**src/rtl/cordic_pkg.sv**
```systemverilog
// Shared types and elaboration-time constants for the iterative CORDIC engine.
// Optional gain compensation is enabled by defining CORDIC_GAIN_COMP_EN.
package cordic_pkg;

  typedef enum logic [2:0] {
    st_idle,
    st_load,
    st_iter,
    st_scale,
    st_done
  } state_t;

  localparam logic mode_vec = 1'b0;
  localparam logic mode_rot = 1'b1;

  localparam real pi    = 3.14159265358979323846;
  localparam real inv_k = 0.60725293500888125617;

  // Whole-degree constant expressed with afrac fractional bits.
  function automatic longint deg_q(input int deg, input int afrac);
    return longint'(deg) <<< afrac;
  endfunction

  function automatic real pow2(input int e);
    real r;
    r = 1.0;
    for (int k = 0; k < e; k++) r = r * 2.0;
    return r;
  endfunction

  // atan(2^-i) in degrees, afrac fractional bits, rounded to nearest.
  // Series is exact enough for i>=1 (t<=0.5); i=0 is pi/4 directly.
  function automatic longint atan_q(input int i, input int afrac);
    real t, t2, term, sum;
    t = 1.0 / pow2(i);
    if (i == 0) begin
      sum = pi / 4.0;
    end else begin
      sum  = 0.0;
      term = t;
      t2   = t * t;
      for (int k = 0; k < 40; k++) begin
        if ((k % 2) == 0) sum = sum + term / real'(2 * k + 1);
        else              sum = sum - term / real'(2 * k + 1);
        term = term * t2;
      end
    end
    return longint'(sum * 180.0 / pi * pow2(afrac));
  endfunction

  // 1/K with the given number of fractional bits, rounded to nearest.
  function automatic longint inv_k_q(input int bits);
    return longint'(inv_k * pow2(bits));
  endfunction

endpackage

```
**src/rtl/cordic_atan_rom.sv**
```systemverilog
// Combinational arctangent table: data = atan(2^-addr) in degrees, AFRAC fractional bits.
module cordic_atan_rom
  import cordic_pkg::*;
#(
  parameter int AW    = 32,
  parameter int AFRAC = 23,
  parameter int NITER = 24
)(
  input  logic [((NITER > 1) ? $clog2(NITER) : 1)-1:0] addr,
  output logic [AW-1:0]                                data
);

  localparam int AB = (NITER > 1) ? $clog2(NITER) : 1;

  logic [AW-1:0] rom [2**AB];

  for (genvar gi = 0; gi < 2**AB; gi++) begin : g_rom
    if (gi < NITER) begin : g_ent
      localparam longint ent = atan_q(gi, AFRAC);
      assign rom[gi] = AW'(ent);
    end else begin : g_pad
      assign rom[gi] = '0;
    end
  end

  assign data = rom[addr];

endmodule

```
**src/rtl/cordic_engine.sv**
```systemverilog
// Iterative four-quadrant CORDIC, vectoring or rotation, one micro-rotation per enabled clock.
// Define CORDIC_GAIN_COMP_EN to add a SCALE cycle that removes the CORDIC gain K.
module cordic_engine
  import cordic_pkg::*;
#(
  parameter int DW    = 32,
  parameter int FRAC  = 16,
  parameter int AW    = 32,
  parameter int AFRAC = 23,
  parameter int NITER = 24,
  parameter int GUARD = 2
)(
  input  logic          clock,
  input  logic          reset,
  input  logic          enable,
  input  logic          start,
  input  logic          mode,
  input  logic [DW-1:0] x_in,
  input  logic [DW-1:0] y_in,
  input  logic [AW-1:0] z_in,
  output logic          busy,
  output logic          done,
  output logic [DW-1:0] x_out,
  output logic [DW-1:0] y_out,
  output logic [AW-1:0] z_out
);

  localparam int IW = DW + GUARD;
  localparam int ZW = AW + 1;
  localparam int CW = (NITER > 1) ? $clog2(NITER) : 1;
  localparam logic signed [ZW-1:0] deg90     = ZW'(deg_q(90, AFRAC));
  localparam logic        [CW-1:0] last_iter = CW'(NITER - 1);

  state_t               state_reg, state_next;
  logic [CW-1:0]        cnt_reg, cnt_next;
  logic                 mode_reg, mode_next;
  logic signed [IW-1:0] x_reg, x_next, y_reg, y_next;
  logic signed [ZW-1:0] z_reg, z_next;
  logic [DW-1:0]        x_out_reg, x_out_next, y_out_reg, y_out_next;
  logic [AW-1:0]        z_out_reg, z_out_next;
  logic                 busy_reg, busy_next, done_reg, done_next;

  logic [AW-1:0]        atan_val;
  logic signed [ZW-1:0] atan_z;
  logic signed [IW-1:0] x_sh, y_sh, x_iter, y_iter, x_pre, y_pre;
  logic signed [ZW-1:0] z_iter, z_pre;
  logic                 d_pos;

  function automatic logic [DW-1:0] sat_xy(input logic signed [IW-1:0] v);
    if (&v[IW-1:DW-1] || ~|v[IW-1:DW-1]) return v[DW-1:0];
    return v[IW-1] ? {1'b1, {(DW-1){1'b0}}} : {1'b0, {(DW-1){1'b1}}};
  endfunction

  function automatic logic [AW-1:0] sat_z(input logic signed [ZW-1:0] v);
    if (&v[ZW-1:AW-1] || ~|v[ZW-1:AW-1]) return v[AW-1:0];
    return v[ZW-1] ? {1'b1, {(AW-1){1'b0}}} : {1'b0, {(AW-1){1'b1}}};
  endfunction

  cordic_atan_rom #(
    .AW    (AW),
    .AFRAC (AFRAC),
    .NITER (NITER)
  ) u_atan_rom (
    .addr (cnt_reg),
    .data (atan_val)
  );

  assign atan_z = signed'({1'b0, atan_val});
  assign x_sh   = x_reg >>> cnt_reg;
  assign y_sh   = y_reg >>> cnt_reg;

  // An exactly-zero y in vectoring mode steers by z instead, so a zero vector
  // walks z back towards 0 rather than accumulating the whole atan table.
  always_comb begin
    d_pos = 1'b0;
    if (mode_reg == mode_rot) d_pos = ~z_reg[ZW-1];
    else                      d_pos = y_reg[IW-1] | ((y_reg == '0) & ~z_reg[ZW-1]);
  end

  assign x_iter = d_pos ? (x_reg - y_sh) : (x_reg + y_sh);
  assign y_iter = d_pos ? (y_reg + x_sh) : (y_reg - x_sh);
  assign z_iter = d_pos ? (z_reg - atan_z) : (z_reg + atan_z);

  // Exact +/-90 degree pre-rotation bringing the operand into the convergence range.
  always_comb begin
    x_pre = x_reg;
    y_pre = y_reg;
    z_pre = z_reg;
    if (mode_reg == mode_vec) begin
      z_pre = '0;
      if (x_reg[IW-1]) begin
        if (y_reg[IW-1]) begin
          x_pre = -y_reg;
          y_pre = x_reg;
          z_pre = -deg90;
        end else begin
          x_pre = y_reg;
          y_pre = -x_reg;
          z_pre = deg90;
        end
      end
    end else if (z_reg > deg90) begin
      x_pre = -y_reg;
      y_pre = x_reg;
      z_pre = z_reg - deg90;
    end else if (z_reg < -deg90) begin
      x_pre = y_reg;
      y_pre = -x_reg;
      z_pre = z_reg + deg90;
    end
  end

`ifdef CORDIC_GAIN_COMP_EN
  localparam int KB = FRAC + 2;
  localparam logic signed [KB:0]    invk = (KB+1)'(inv_k_q(KB));
  localparam logic signed [IW+KB:0] rnd  = (IW+KB+1)'(1) << (KB - 1);

  logic signed [IW+KB:0] x_prod, y_prod;
  logic signed [IW-1:0]  x_scl, y_scl;

  assign x_prod = x_reg * invk + rnd;
  assign y_prod = y_reg * invk + rnd;
  assign x_scl  = x_prod[IW+KB-1:KB];
  assign y_scl  = y_prod[IW+KB-1:KB];
`endif

  always_comb begin
    state_next = state_reg;
    cnt_next   = cnt_reg;
    mode_next  = mode_reg;
    x_next     = x_reg;
    y_next     = y_reg;
    z_next     = z_reg;
    x_out_next = x_out_reg;
    y_out_next = y_out_reg;
    z_out_next = z_out_reg;
    case (state_reg)
      st_idle: begin
        if (start) begin
          state_next = st_load;
          mode_next  = mode;
          x_next     = IW'(signed'(x_in));
          y_next     = IW'(signed'(y_in));
          z_next     = ZW'(signed'(z_in));
        end
      end
      st_load: begin
        if (enable) begin
          state_next = st_iter;
          cnt_next   = '0;
          x_next     = x_pre;
          y_next     = y_pre;
          z_next     = z_pre;
        end
      end
      st_iter: begin
        if (enable) begin
          x_next   = x_iter;
          y_next   = y_iter;
          z_next   = z_iter;
          cnt_next = cnt_reg + 1'b1;
          if (cnt_reg == last_iter) begin
            cnt_next = '0;
`ifdef CORDIC_GAIN_COMP_EN
            state_next = st_scale;
`else
            state_next = st_done;
            x_out_next = sat_xy(x_iter);
            y_out_next = sat_xy(y_iter);
            z_out_next = sat_z(z_iter);
`endif
          end
        end
      end
`ifdef CORDIC_GAIN_COMP_EN
      st_scale: begin
        if (enable) begin
          state_next = st_done;
          x_out_next = sat_xy(x_scl);
          y_out_next = sat_xy(y_scl);
          z_out_next = sat_z(z_reg);
        end
      end
`endif
      st_done: begin
        if (enable) state_next = st_idle;
      end
      default: state_next = st_idle;
    endcase
    busy_next = (state_next == st_load) || (state_next == st_iter) || (state_next == st_scale);
    done_next = (state_next == st_done);
  end

  always_ff @(posedge clock) begin
    if (reset) begin
      state_reg <= st_idle;
      cnt_reg   <= '0;
      mode_reg  <= mode_vec;
      x_reg     <= '0;
      y_reg     <= '0;
      z_reg     <= '0;
      x_out_reg <= '0;
      y_out_reg <= '0;
      z_out_reg <= '0;
      busy_reg  <= 1'b0;
      done_reg  <= 1'b0;
    end else begin
      state_reg <= state_next;
      cnt_reg   <= cnt_next;
      mode_reg  <= mode_next;
      x_reg     <= x_next;
      y_reg     <= y_next;
      z_reg     <= z_next;
      x_out_reg <= x_out_next;
      y_out_reg <= y_out_next;
      z_out_reg <= z_out_next;
      busy_reg  <= busy_next;
      done_reg  <= done_next;
    end
  end

  assign busy  = busy_reg;
  assign done  = done_reg;
  assign x_out = x_out_reg;
  assign y_out = y_out_reg;
  assign z_out = z_out_reg;

endmodule
```
**config.mk**
```make
export PLATFORM = sky130hd
export DESIGN_NAME = cordic_engine
export DESIGN_NICKNAME = d
export VERILOG_FILES = /design/src/rtl/cordic_pkg.sv /design/src/rtl/cordic_atan_rom.sv /design/src/rtl/cordic_engine.sv
export SDC_FILE = /design/constraint.sdc
export NUM_CORES = 1
export LEC_CHECK = 0
export ABC_AREA = 1
export BUFFER_PORTS_ARGS = -buffer_cell sky130_fd_sc_hd__buf_4
export CAP_MARGIN = 20
export CORE_ASPECT_RATIO = 1.4
export CORE_MARGIN = 2
export CORE_UTILIZATION = 40
export DETAILED_ROUTE_END_ITERATION = 16
export GPL_TIMING_DRIVEN = 0
export PLACE_DENSITY = 0.65
export SKIP_CTS_REPAIR_TIMING = 1
export SLEW_MARGIN = 20
export SYNTH_ARGS = -nofsm -noshare
export SYNTH_HDL_FRONTEND = slang
export SYNTH_SLANG_ARGS = --single-unit
```
**constraint.sdc**
```tcl
create_clock -name clock -period 7 [get_ports clock]
set_input_delay 1.05 -clock clock [delete_from_list [all_inputs] [get_ports clock]]
set_output_delay 1.05 -clock clock [all_outputs]
set_load 0.01 [all_outputs]
```
==> flow_summary.yaml <==
sta:
  post-route-period-util_pct: 98.23
  slew_violations: 0
  min_period_ns: 6.876
  hold_viol: 0
  max_freq_mhz: 145.4
  max_slew.worst_pin.slew_ns: 1.194
  skew_ns: 0.02643
  timing.final.ws_setup_ns: 0.1236
  slew_headroom_pct: 19.79
  rsz0062_at_grt: "no"
  finalSetupViolations: 0
critical_path:
  critPathMostFrequentCell: "nand2_1"
  crit_fanout: 10
  slowest_stage: "dfxtp_1"
  startpoint_type: "flip-flop"
  worstSetupPathType: "flip-flop to flip-flop"
  cp-end-kind: "flip-flop"
  cpPeakStageDelay_ns: 0.92
  crit_start: "y_reg[16]"
  rrSetupSlack_ns: 0.12
  worstPathRequired_ns: 7.49
  cp.arrival_ns: 7.36
  worstReg2RegStart: "y_reg[16]"
placed_design:
  place_ws_ns: -2.130
  gp_congestion: 1.109
  hpwl_mm: 121.8
  io_buffers: 198
clock_tree:
  root_buffer: "clkbuf_16"
  cts_made_buffers: 25
  cts_buffer_depth: 3
  cts_tree: "yes"
  htree_levels: 1
  clkLatencyLatePin_ns: 0.62
  clkSinkCount: 208
  path_clk_slew_ns: 0.06
synthesis:
  synthesis.area_sq_um: 24490
  synthFlopType: "dfxtp_1"
  yosysSeqAreaShare_pct: 17.00
  ys_types: 60
  syn_area_per_cell_sq_um: 5.857
  syn_inst: 4181
  synth_fp_nets: 4404
  ys_warn_count: 0
  synth_edf_count: 0
  async_flop_share_pct: 0
  synth_seq_cells: 208
detailed_routing:
  ant_nets: 0
  drt-initial-drc-count: 3592
  via_count: 32590
  drt-total-wl_mm: 154.4
  drc: 0
  first_pass_iters: 6
  vias_per_cell: 6.205
  wire_per_inst_microns: 29.40
pwr:
  p_seq_share_pct: 16.5
  power.switching_mw: 5.696
  power.total_mw: 9.673
  p_comb_share_pct: 67.2
  internal_power_mw: 3.977
  max-vdd-ir-drop_v: 0.0002833
  p_sw_share_pct: 58.88
  p_clk_share_pct: 16.4
  powerDensity_nw_per_um2: 344.0
  p_leak_nw: 13.69
die:
  die-area_sq_um: 63240
  start_util_pct: 40.38
  die_h_microns: 296.8
  die_x_microns: 213.1
  rows: 107
  coreArea_sq_um: 60650
  pin_count: 199
layout:
  drive_gt1_share_pct: 9.632
  nets: 4637
  multi_input_area_sq_um: 17780
  areaGrowthSynthToFinish_pct: 14.83
  nFillCells: 6827
  final-seq-area_sq_um: 4169
grt:
  antenna_found_initial: 8
  grt_pass1_wl_mm: 215.9
  grt_start_max_net_pins: 15
  grt-ovfl-total: 0
  grtUsageTotal_pct: 47.66
  grt_pass1_vias: 31680
job:
  cap_viol_max_count: 0
min_path:
  hold_path_class: "flip-flop to flip-flop"
  hold_start: "y_out[4]"
outcome:
  outcome: "finished clean"
-- cells in the mapped netlist (all sizes together) (8+ instances only) --
master / n / area [sq um]
o21ai: 337 / 1702
clkbuf: 148 / 555.5
o22ai: 8 / 50.05
nor4: 30 / 187.7
o2111ai: 11 / 96.34
or2: 15 / 96.34
nand3: 464 / 2327
ha: 119 / 1489
nand2: 1078 / 4079
nand3b: 8 / 60.06
a211oi: 11 / 87.58
nor2: 345 / 1323
xnor2: 64 / 560.5
a21o: 13 / 97.59
o221ai: 27 / 236.5
buf: 84 / 513.0
a31oi: 35 / 219.0
a221oi: 21 / 183.9
o21a: 16 / 120.1
a21oi: 395 / 2206
dfxtp: 208 / 4164
nor3: 54 / 290.3
o211ai: 62 / 465.5
nand4: 33 / 206.5
inv: 406 / 1526
xor2: 147 / 1287
-- layout by cell type, fill, tap and decap left out, drive strengths merged, types with 3 or more instances in the layout --
master | netlist | routed
a21oi | 395 | 395
a2111oi | 4 | 4
a211oi | 11 | 11
dfxtp | 208 | 208
a31oi | 35 | 35
o31ai | 6 | 6
nand2 | 1078 | 1078
a221oi | 21 | 21
a21o | 13 | 13
o22ai | 8 | 8
xor2 | 147 | 147
fa | 3 | 3
and2 | 3 | 3
o221ai | 27 | 27
clkbuf | 148 | 182
o21a | 16 | 16
nor3 | 54 | 54
or2 | 15 | 15
o21ai | 337 | 337
o211ai | 62 | 62
nor4 | 30 | 30
ha | 119 | 119
a22oi | 3 | 3
o2111ai | 11 | 11
bufinv | 0 | 6
o21bai | 4 | 4
nor2 | 345 | 345
xnor2 | 64 | 64
inv | 406 | 407
a21boi | 7 | 7
nand3 | 464 | 464
nand4 | 33 | 33
nand3b | 8 | 8
buf | 84 | 291
clkinv | 5 | 8
-- layer usage --
metal | track usage, % | vias to the layer above | part of all wire [%] | wire, microns
met3 | 13.91 | 910 | 10 | 15830
met1 | 48.32 | 14970 | 33 | 50520
met4 | 53.56 | 8 | 14 | 21440
met2 | 73.58 | 2186 | 43 | 66580
met5 | 0 | - | 0.034 | 52
li1 | - | 14510 | - | -
-- cell type report --
cell class              instances  area share, %
clock inverters                11         0.8232
diodes                          2        0.01780
repair buffers                206          5.500
clock buffers                  35          2.501
inverters                     411          5.509
well taps                     817          3.635
multi-input cells            3330          63.23
flip-flops and latches        208          14.83
plain buffers                 232          3.960
-- through the flow --
stage / hold WS (ns) / setup TNS, ns / cell area (sq um) / util (%) / instances
after global placement: 0.5338 / -105.52 / 27000 / 44.51 / 5196
after global routing: 0.5629 / 0 / 28120 / 46.36 / 5251
after CTS: 0.5479 / -101.98 / 27930 / 46.06 / 5242
after detailed placement: 0.5246 / -99.79 / 27000 / 44.52 / 5196
after floorplan: 0.4709 / 0 / 24490 / - / 4181
final: 0.5460 / 0 / 28120 / 46.36 / 5252
-- critical path: cells and delay by family, from the launching register on --
| family | cells | cell delay [ns] |
|---|---|---|
| AO/OA/AOI/OAI | 7 | 1.58 |
| adder cells (fa/ha/maj) | 1 | 0.44 |
| XOR/XNOR | 1 | 0.52 |
| buffers and inverters | 5 | 1.30 |
| AND/OR/NAND/NOR | 16 | 1.96 |
| flip-flops | 1 | 0.92 |
-- cells by family (layout without fill, tap and decap cells) --
group | after synthesis | in the layout | share of synthesized area, %
adder cells (fa/ha/maj) | 122 | 122 | 6.326
flip-flops | 208 | 208 | 17.00
buffers and inverters | 643 | 895 | 10.67
AND/OR/NAND/NOR | 2031 | 2031 | 35.10
other | 0 | 2 | 0
XOR/XNOR | 211 | 211 | 7.547
AO/OA/AOI/OAI | 966 | 966 | 23.35
-- path summary, 6_finish.rpt --
path          endpoint  depth (start not counted)
max          x_out[26]                         30
min           y_out[4]                          2
max reg2reg  x_out[26]                         30
min reg2reg   y_out[4]                          2
-- power by group through the flow --
stage	registers (mW)	logic [mW]	clock network [mW]
finish	1.59	6.50	1.58
floorplan	1.39	3.86	0
global placement	1.58	6.08	0
CTS	1.55	6.09	1.57
global route	1.57	6.83	1.63
detailed placement	1.58	6.06	0
Power figures use the tool's default switching activity.
